File: src/rtl/qla_agent_ctrl.sv
// qla_agent_ctrl: episode/agent controller for the 16-bit Q-learning accelerator.
// Runs a grid-world agent (state = row*GRID_W + col) and picks epsilon-greedy
// actions using an 8-bit LFSR. Each step runs READ -> DECIDE -> COMMIT -> ADVANCE.
// The controller counts steps per episode and completed episodes in the batch.
// Optional feature macro: EPS_DECAY_EN. When it is defined, an internal epsilon
// register loads at start and decrements (saturating at 0) at each episode end.
// Ports:
//   clk, rst             clock, synchronous active-high reset
//   start                level request to run a batch (sampled in IDLE)
//   goal_st              terminal state, latched at start
//   num_episodes         batch size, latched at start
//   epsilon              explore threshold (explore when lfsr < epsilon)
//   qRow0..qRow3         accelerator Q row for nxtst, valid one cycle later
//   stateRst             accelerator write block, low only in COMMIT
//   st, nxtst, act, rt   transition presented to the accelerator
//   busy, done           batch status
//   episode_cnt          completed episodes in this batch
//   step_cnt             steps taken in the current episode
module qla_agent_ctrl #(
  parameter int unsigned        GRID_W      = 8,
  parameter int unsigned        GRID_H      = 8,
  parameter int unsigned        START_ST    = 0,
  parameter int unsigned        MAX_STEPS   = 64,
  parameter logic signed [15:0] REWARD_GOAL = 16'sd256,
  parameter logic signed [15:0] REWARD_WALL = -16'sd64,
  parameter logic signed [15:0] REWARD_STEP = -16'sd4
) (
  input  logic               clk,
  input  logic               rst,
  input  logic               start,
  input  logic [7:0]         goal_st,
  input  logic [15:0]        num_episodes,
  input  logic [7:0]         epsilon,
  input  logic signed [15:0] qRow0,
  input  logic signed [15:0] qRow1,
  input  logic signed [15:0] qRow2,
  input  logic signed [15:0] qRow3,
  output logic               stateRst,
  output logic [7:0]         st,
  output logic [7:0]         nxtst,
  output logic [1:0]         act,
  output logic signed [15:0] rt,
  output logic               busy,
  output logic               done,
  output logic [15:0]        episode_cnt,
  output logic [7:0]         step_cnt
);

  localparam logic [7:0] START_S   = 8'(START_ST);
  localparam logic [7:0] MAX_S     = 8'(MAX_STEPS);
  localparam logic [7:0] LFSR_SEED = 8'hA5;

  typedef enum logic [2:0] {
    S_IDLE, S_EP_START, S_READ, S_DECIDE, S_COMMIT, S_ADVANCE, S_EP_END, S_DONE
  } state_e;

  state_e             state_q, state_d;
  logic [7:0]         st_q, st_d, nxtst_q, nxtst_d;
  logic [1:0]         act_q, act_d;
  logic signed [15:0] rt_q, rt_d;
  logic               state_rst_q, state_rst_d, busy_q, busy_d, done_q, done_d;
  logic [15:0]        ep_cnt_q, ep_cnt_d, num_ep_q, num_ep_d;
  logic [7:0]         step_cnt_q, step_cnt_d, goal_q, goal_d, lfsr_q, lfsr_d;

  // Decision datapath signals
  logic [7:0]         lfsr_nxt, eps_use, nxt_sel;
  logic [1:0]         best_act, act_sel;
  logic signed [15:0] best_val, rt_sel;
  logic               clamped;
  int unsigned        cur, row, col, nxt_int;

`ifdef EPS_DECAY_EN
  logic [7:0] eps_q;

  // Decaying epsilon: loaded at batch start, one less per finished episode
  always_ff @(posedge clk) begin
    if (rst) begin
      eps_q <= '0;
    end else if (state_q == S_IDLE && start) begin
      eps_q <= epsilon;
    end else if (state_q == S_EP_END && eps_q != 8'd0) begin
      eps_q <= eps_q - 8'd1;
    end
  end

  assign eps_use = eps_q;
`else
  assign eps_use = epsilon;
`endif

  // Epsilon-greedy action, edge-clamped move and reward for the current state
  always_comb begin
    lfsr_nxt = {lfsr_q[6:0], lfsr_q[7] ^ lfsr_q[5] ^ lfsr_q[4] ^ lfsr_q[3]};
    // Strict compares keep the lowest index on ties
    best_act = 2'd0;
    best_val = qRow0;
    if (qRow1 > best_val) begin best_act = 2'd1; best_val = qRow1; end
    if (qRow2 > best_val) begin best_act = 2'd2; best_val = qRow2; end
    if (qRow3 > best_val) begin best_act = 2'd3; best_val = qRow3; end
    act_sel = (lfsr_nxt < eps_use) ? lfsr_nxt[1:0] : best_act;

    cur     = 32'(st_q);
    row     = cur / GRID_W;
    col     = cur % GRID_W;
    nxt_int = cur;
    clamped = 1'b0;
    case (act_sel)
      2'd0:    if (row == 0)          clamped = 1'b1; else nxt_int = cur - GRID_W;
      2'd1:    if (col == GRID_W - 1) clamped = 1'b1; else nxt_int = cur + 1;
      2'd2:    if (row == GRID_H - 1) clamped = 1'b1; else nxt_int = cur + GRID_W;
      default: if (col == 0)          clamped = 1'b1; else nxt_int = cur - 1;
    endcase
    nxt_sel = 8'(nxt_int);

    if (nxt_sel == goal_q) rt_sel = REWARD_GOAL;
    else if (clamped)      rt_sel = REWARD_WALL;
    else                   rt_sel = REWARD_STEP;
  end

  // Next-state and register updates; the outputs follow the state being entered
  always_comb begin
    state_d    = state_q;
    st_d       = st_q;
    nxtst_d    = nxtst_q;
    act_d      = act_q;
    rt_d       = rt_q;
    ep_cnt_d   = ep_cnt_q;
    num_ep_d   = num_ep_q;
    step_cnt_d = step_cnt_q;
    goal_d     = goal_q;
    lfsr_d     = lfsr_q;

    case (state_q)
      S_IDLE: begin
        if (start) begin
          ep_cnt_d = '0;
          if (num_episodes == 16'd0) begin
            state_d = S_DONE;
          end else begin
            goal_d   = goal_st;
            num_ep_d = num_episodes;
            state_d  = S_EP_START;
          end
        end
      end
      S_EP_START: begin
        st_d       = START_S;
        nxtst_d    = START_S;
        step_cnt_d = '0;
        state_d    = (START_S == goal_q) ? S_EP_END : S_READ;
      end
      S_READ: begin
        nxtst_d = st_q;
        state_d = S_DECIDE;
      end
      S_DECIDE: begin
        lfsr_d  = lfsr_nxt;
        act_d   = act_sel;
        rt_d    = rt_sel;
        nxtst_d = nxt_sel;
        state_d = S_COMMIT;
      end
      S_COMMIT: begin
        state_d = S_ADVANCE;
      end
      S_ADVANCE: begin
        st_d       = nxtst_q;
        step_cnt_d = step_cnt_q + 8'd1;
        state_d    = (nxtst_q == goal_q || step_cnt_d == MAX_S) ? S_EP_END : S_READ;
      end
      S_EP_END: begin
        ep_cnt_d = ep_cnt_q + 16'd1;
        state_d  = (ep_cnt_d == num_ep_q) ? S_DONE : S_EP_START;
      end
      S_DONE: begin
        if (!start) state_d = S_IDLE;
      end
      default: state_d = S_IDLE;
    endcase

    state_rst_d = (state_d != S_COMMIT);
    busy_d      = (state_d != S_IDLE) && (state_d != S_DONE);
    done_d      = (state_d == S_DONE);
  end

  // State and output registers
  always_ff @(posedge clk) begin
    if (rst) begin
      state_q     <= S_IDLE;
      st_q        <= START_S;
      nxtst_q     <= START_S;
      act_q       <= '0;
      rt_q        <= '0;
      state_rst_q <= 1'b1;
      busy_q      <= 1'b0;
      done_q      <= 1'b0;
      ep_cnt_q    <= '0;
      num_ep_q    <= '0;
      step_cnt_q  <= '0;
      goal_q      <= '0;
      lfsr_q      <= LFSR_SEED;
    end else begin
      state_q     <= state_d;
      st_q        <= st_d;
      nxtst_q     <= nxtst_d;
      act_q       <= act_d;
      rt_q        <= rt_d;
      state_rst_q <= state_rst_d;
      busy_q      <= busy_d;
      done_q      <= done_d;
      ep_cnt_q    <= ep_cnt_d;
      num_ep_q    <= num_ep_d;
      step_cnt_q  <= step_cnt_d;
      goal_q      <= goal_d;
      lfsr_q      <= lfsr_d;
    end
  end

  assign stateRst    = state_rst_q;
  assign st          = st_q;
  assign nxtst       = nxtst_q;
  assign act         = act_q;
  assign rt          = rt_q;
  assign busy        = busy_q;
  assign done        = done_q;
  assign episode_cnt = ep_cnt_q;
  assign step_cnt    = step_cnt_q;

endmodule

File: config.mk
export PLATFORM = sky130hd
export DESIGN_NAME = qla_agent_ctrl
export DESIGN_NICKNAME = d
export VERILOG_FILES = /design/src/rtl/qla_agent_ctrl.sv
export SDC_FILE = /design/constraint.sdc
export NUM_CORES = 1
export LEC_CHECK = 0
export BUFFER_PORTS_ARGS = -buffer_cell sky130_fd_sc_hd__buf_2
export CORE_ASPECT_RATIO = 2
export CORE_MARGIN = 8
export CORE_UTILIZATION = 59
export DETAILED_ROUTE_END_ITERATION = 16
export PLACE_DENSITY = 0.87
export SLEW_MARGIN = 20
export SYNTH_ARGS = -nofsm -noshare
export SYNTH_HDL_FRONTEND = slang
export SYNTH_SLANG_ARGS = --single-unit
File: constraint.sdc
create_clock -name clk -period 12.84 [get_ports clk]
set_input_delay 0.642 -clock clk [delete_from_list [all_inputs] [get_ports clk]]
set_output_delay 0.642 -clock clk [all_outputs]
set_load 0.01 [all_outputs]
=== After elaboration in Yosys (flattened, before gate mapping) ===
Index checks and enable logic that the tools add are counted.

* Bits in registers: 96
* Output and inout port bits: 61
* Logic and storage cells: 90
* Bits of input ports: 99

* Reductions and logical operators: 14
* Eq/ne operators: 19
* Magnitude comparators: 4
* Bitwise logic cells: 4
* $add $sub $neg: 6
* Multiplexer cells: 30

{| class="wikitable"
|+ Operator list
! kind !! number
|-
| 32-bit logical NOT || 2
|-
| 16-bit two-way mux || 4
|-
| 16-bit > comparator || 3
|-
| 8-bit one-hot mux with 3 select lines || 2
|-
| 8-bit two-way mux || 4
|-
| 16-bit one-hot mux with 2 select lines || 1
|-
| 8-bit one-hot mux with 2 select lines || 2
|-
| 3-bit one-hot mux with 8 select lines || 1
|-
| 3-bit equality test, second input constant || 6
|-
| 3-bit two-way mux || 6
|-
| 16-bit by 1-bit adder with 16-bit output, second input constant || 1
|-
| 8-bit by 1-bit adder with 8-bit output, second input constant || 2
|-
| 16-bit equality test || 1
|-
| 8-bit equality test || 2
|-
| 16-bit logical NOT || 1
|-
| 8-bit by 4-bit adder with 8-bit output, second input constant || 1
|-
| 8-bit by 7-bit equality test with 1-bit output, second input constant || 1
|-
| 8-bit logical NOT || 1
|-
| 8-bit less-than comparator || 1
|-
| 8-bit by 1-bit subtractor with 8-bit output, second input constant || 1
|-
| 8-bit by 4-bit subtractor with 8-bit output, second input constant || 1
|-
| 3-bit by 2-bit equality test with 1-bit output, second input constant || 2
|-
| 2-bit two-way mux || 3
|-
| 6-bit two-way mux || 1
|-
| other kinds (18) || 27
|}

=== Depth between registers and ports, before layout ===
* Word-level depth: 11
* Mapped depth: 31
* Gate-level depth less buffers: 29

=== Worst setup path after synthesis ===
OpenSTA, ideal clock, no wires.

* Path kind: input to register
* Start point: in qRow0[9]
* End point: reg rt_q[14], in the netlist rt[14]
* Slack: 5.678 ns
* Setup time: 0.137 ns
* Stages on the path: 31
* Buffers on the path: 3
* Required time: 12.703 ns
* Data arrival time: 7.025 ns
* Cells stage by stage: inv_1 > ha_1 > a21o_1 > nand3_1 > a21oi_1 > a2111o_1 > nand2_1 > clkbuf_1 > mux2i_1 > ha_1 > a21oi_1 > o21a_1 > o22ai_1 > o31ai_2 > clkbuf_1 > nand2_1 > o21ai_0 > ha_1 > a21oi_1 > o21ai_1 > a2111o_1 > o31a_1 > a21boi_4 > a21o_1 > buf_4 > o31ai_1 > o31ai_2 > mux2i_1 > o2111ai_1 > nor4_2 > a211oi_1

* Longest elaborated chain between the ends: 11
* Elaborated cells on any way between the ends: 15
* Those cells by class: order compare: 3; eq/ne: 3; mux: 8; reduce/logical: 1

{| class="wikitable"
|+ RTL lines
! element !! RTL line !! source
|-
| start: declaration || 34 || <nowiki>input logic signed [15:0] qRow0,</nowiki>
|-
| 16-bit > comparator || 97 || <nowiki>if (qRow1 > best_val) begin best_act = 2'd1; best_val = qRow1; end</nowiki>
|-
| 16-bit two-way mux || 97 ||
|-
| 16-bit > comparator || 98 || <nowiki>if (qRow2 > best_val) begin best_act = 2'd2; best_val = qRow2; end</nowiki>
|-
| 16-bit two-way mux || 98 ||
|-
| 16-bit > comparator || 99 || <nowiki>if (qRow3 > best_val) begin best_act = 2'd3; best_val = qRow3; end</nowiki>
|-
| 2-bit two-way mux (*) || 99 ||
|-
| 2-bit two-way mux (*) || 100 || <nowiki>act_sel = (lfsr_nxt < eps_use) ? lfsr_nxt[1:0] : best_act;</nowiki>
|-
| 2-bit equality test, or another cell as far along || 107 || <nowiki>case (act_sel)</nowiki>
|-
| 8-bit one-hot mux with 3 select lines (*) || 107 ||
|-
| 8-bit equality test (*) || 115 || <nowiki>if (nxt_sel == goal_q) rt_sel = REWARD_GOAL;</nowiki>
|-
| 16-bit two-way mux (*) || 115 ||
|-
| end signal: assignment || 207 || <nowiki>rt_q <= rt_d;</nowiki>
|-
| end: declaration || 60 || <nowiki>logic signed [15:0] rt_q, rt_d;</nowiki>
|}

Every way passes the cells marked *; elsewhere a longest branch is shown, timed or not.
A chain may end at the register's enable or synchronous reset.

=== Worst setup path after layout ===
* Start point: in qRow0[15]
* End point: reg rt_q[14], in the netlist rt[14]

The elaborated chain is that of the path after synthesis.

==> qor.yml <==
first_iter_violations: 492
vdd_drop_max_mv: 0.129
grt_max_degree: 83
slew_viol_final: 0
critical_path_class: "input port to flop"
grt_pass1_vias: 6980
outcome: "complete, no violations"
via_per_inst: 6.12
start_kind: "input port"
synthFlopType: "dfxtp_1"
max_slew_margin: 0.237
die_area_um2: 15200
p_sw_frac: 0.361
diodes: 0
finClkSkew_ps: 9.37
clockPowerShare: 0.303
io_buffers: 157
required_ps: 13030
crit_start: "qRow0[15]"
htreeDepth: 3
period_share: 0.632
period_minus_slack_ps: 8120
die_h_um: 167
min_path_type: "flop to flop"
max_freq_mhz: 123
layout.core_utilization: 0.689
fp.coreArea_um2: 11200
layout.nets: 1174
multi_input_area_um2: 4640
clockBufferDepth: 2
rsz0062_at_grt: "no"
finalHoldViolCount: 0
crit_path_max_fanout: 19
grt_overflow: 0
yosys.area.top_type: "dfxtp_1"
drv_cap: 0
cts_setup_buffers: 0
cts_sinks: 83
io_pins: 160
synth_edf_count: 0
drive_above_1_share: 0.190
antenna_left: 0
drc: 0
synth_seq_cells: 83
p_int_uw: 508
clock_latency_ps: 340
r2r-start: "lfsr_q[0]"
grtUsageTotal: 0.274
tightest_slew_ps: 1140
cts_resized: 0
async_flop_share: 0
start_util: 0.598
root_buffer: "clkbuf_16"
tns_ps: 0
hpwl_mm: 17.1
synth_top_area_frac: 0.248
firstDrtPassIters: 6
cts_buffers: 9
final_cells: 1160
cts-hold-fix-buffers: 0
synthCells: 894
clk_pin_slew_ps: 70
arrival_ps: 8310
routed_wl_mm: 21.7
synth_area_per_cell_um2: 7.50
ys_top_cells_by_area: "dfxtp_1 25%, ha_1 12%, mux2i_1 7.3%"
hold_start: "act[0]"
fillerInstances: 1002
p_leak_nw: 3.52
vias: 7101
cp-end-kind: "flop"
regArea_um2: 1660
power_frac_seq: 0.365
placedCellCount: 1144
setup_viol: 0
gp_congestion: 1.01
yosys_warnings: 0
rows: 55
power_frac_comb: 0.332
grt_first_pass_wirelength_mm: 33.7
synth.distinct_cells: 66
powerDensity_nw_per_um2: 103
cts_tree: "done"
worst_hold_slack_ps: 474
detail_route.wl_per_cell_um: 18.7
synthToLayoutAreaGrowth_pct: 15.3
netlist_area_um2: 6700
ys_seq_area_frac: 0.248
antenna_found_initial: 0
p_sw_uw: 287
chipWidth_um: 91.4
kinds of logic (layout without fill, tap and decap cells):
family | after synthesis | after routing | share of synthesized area
compound gates | 204 | 204 | 0.187
xor+xnor | 51 | 51 | 0.0666
fa+ha+maj | 62 | 62 | 0.116
buf+inv | 96 | 219 | 0.0620
flops | 83 | 83 | 0.248
mux | 51 | 51 | 0.0765
other cells | 1 | 2 | 0.000559
simple gates | 346 | 346 | 0.244
power by group through the flow:
stage | sequential (mW) | combinational [mW] | clock (mW)
2_1_floorplan | 0.285 | 0.191 | 0
3_3_place_gp | 0.295 | 0.252 | 0
3_5_place_dp | 0.295 | 0.258 | 0
4_1_cts | 0.289 | 0.260 | 0.243
5_1_grt | 0.291 | 0.290 | 0.253
6_report | 0.290 | 0.264 | 0.241
worst paths after layout:
check	end	slack, ps	cells after the start
min reg2reg	act[0]	470	2
min	act[0]	470	2
max	rt[14]	4720	27
max reg2reg	rt[14]	9050	12
metal layers:
layer | track usage | wire length [um]
met1 | 0.234 | 7240
met2 | 0.541 | 12000
met3 | 0.0554 | 1270
met4 | 0.182 | 1220
met5 | 0 | 0
critical path: stages:
cell       delay, ps
buf_2            110
inv_1             50
ha_1             320
nand4_1          180
nor3_1           100
a2111o_1         450
nand2_1          690
mux2i_1          360
ha_1             400
nand4_1          160
or2_1            280
a211oi_1         410
o31ai_4          210
buf_4            270
nand2_1           80
o21ai_0           90
ha_1             340
nand4_2          150
or4_1            560
or2_4            280
a31oi_1          750
a21oi_1          130
a211o_1          340
a311oi_1         320
o2111ai_1        230
nor4_2           280
a211oi_1         120
layout make-up:
cell class / count / share of cell area
flip-flops and latches: 83 / 0.215
well taps: 142 / 0.0230
inverters: 42 / 0.0204
clock buffers: 10 / 0.0296
multi-input cells: 716 / 0.600
repair buffers: 161 / 0.106
clock inverters: 6 / 0.00615
layout by cell type, fill, tap and decap left out, types with 6 or more instances in the layout:
| cell type | count |
|---|---|
| and3_1 | 7 |
| nor2_1 | 103 |
| a211oi_1 | 6 |
| o21ai_1 | 6 |
| mux2i_1 | 49 |
| nand2b_1 | 8 |
| ha_1 | 62 |
| inv_1 | 42 |
| dfxtp_1 | 83 |
| xnor2_1 | 38 |
| nand4_1 | 17 |
| o21ai_0 | 52 |
| xor2_1 | 13 |
| nor4_1 | 12 |
| a22oi_1 | 7 |
| nor2b_1 | 8 |
| clkbuf_16 | 9 |
| buf_2 | 157 |
| nor3_1 | 29 |
| nand3_1 | 36 |
| nand2_1 | 97 |
| a21oi_1 | 77 |
state kept, by name (all words and copies together), names as in the netlist:
name	count
st	8
rt	3
goal_q	8
nxtst	8
step_cnt	8
act	2
state_q	3
episode_cnt	16
lfsr_q	8
busy	1
num_ep_q	16
stateRst	1
done	1
cell usage after synthesis (all sizes together), types with 4 or more instances:
cell	count
a211oi	6
a21o	5
a21oi	79
a22oi	7
a31oi	4
and3	7
buf	19
clkbuf	35
dfxtp	83
ha	62
inv	42
mux2i	49
nand2	97
nand2b	8
nand3	36
nand3b	5
nand4	18
nor2	103
nor2b	8
nor3	29
nor3b	4
nor4	14
o211ai	5
o21a	4
o21ai	58
o22ai	4
o31ai	5
or2	5
or3	5
xnor2	38
xor2	13
stage by stage:
step | setup slack [ps] | instance area [um^2] | total power [mW]
floorplan | 5680 | 6710 | 0.476
global placement | 4700 | 7450 | 0.546
detailed placement | 4560 | 7450 | 0.553
CTS | 4890 | 7730 | 0.792
global route | 4170 | 7730 | 0.834
finish | 4720 | 7730 | 0.795
No activity file was read; power rests on OpenSTA's default activity.
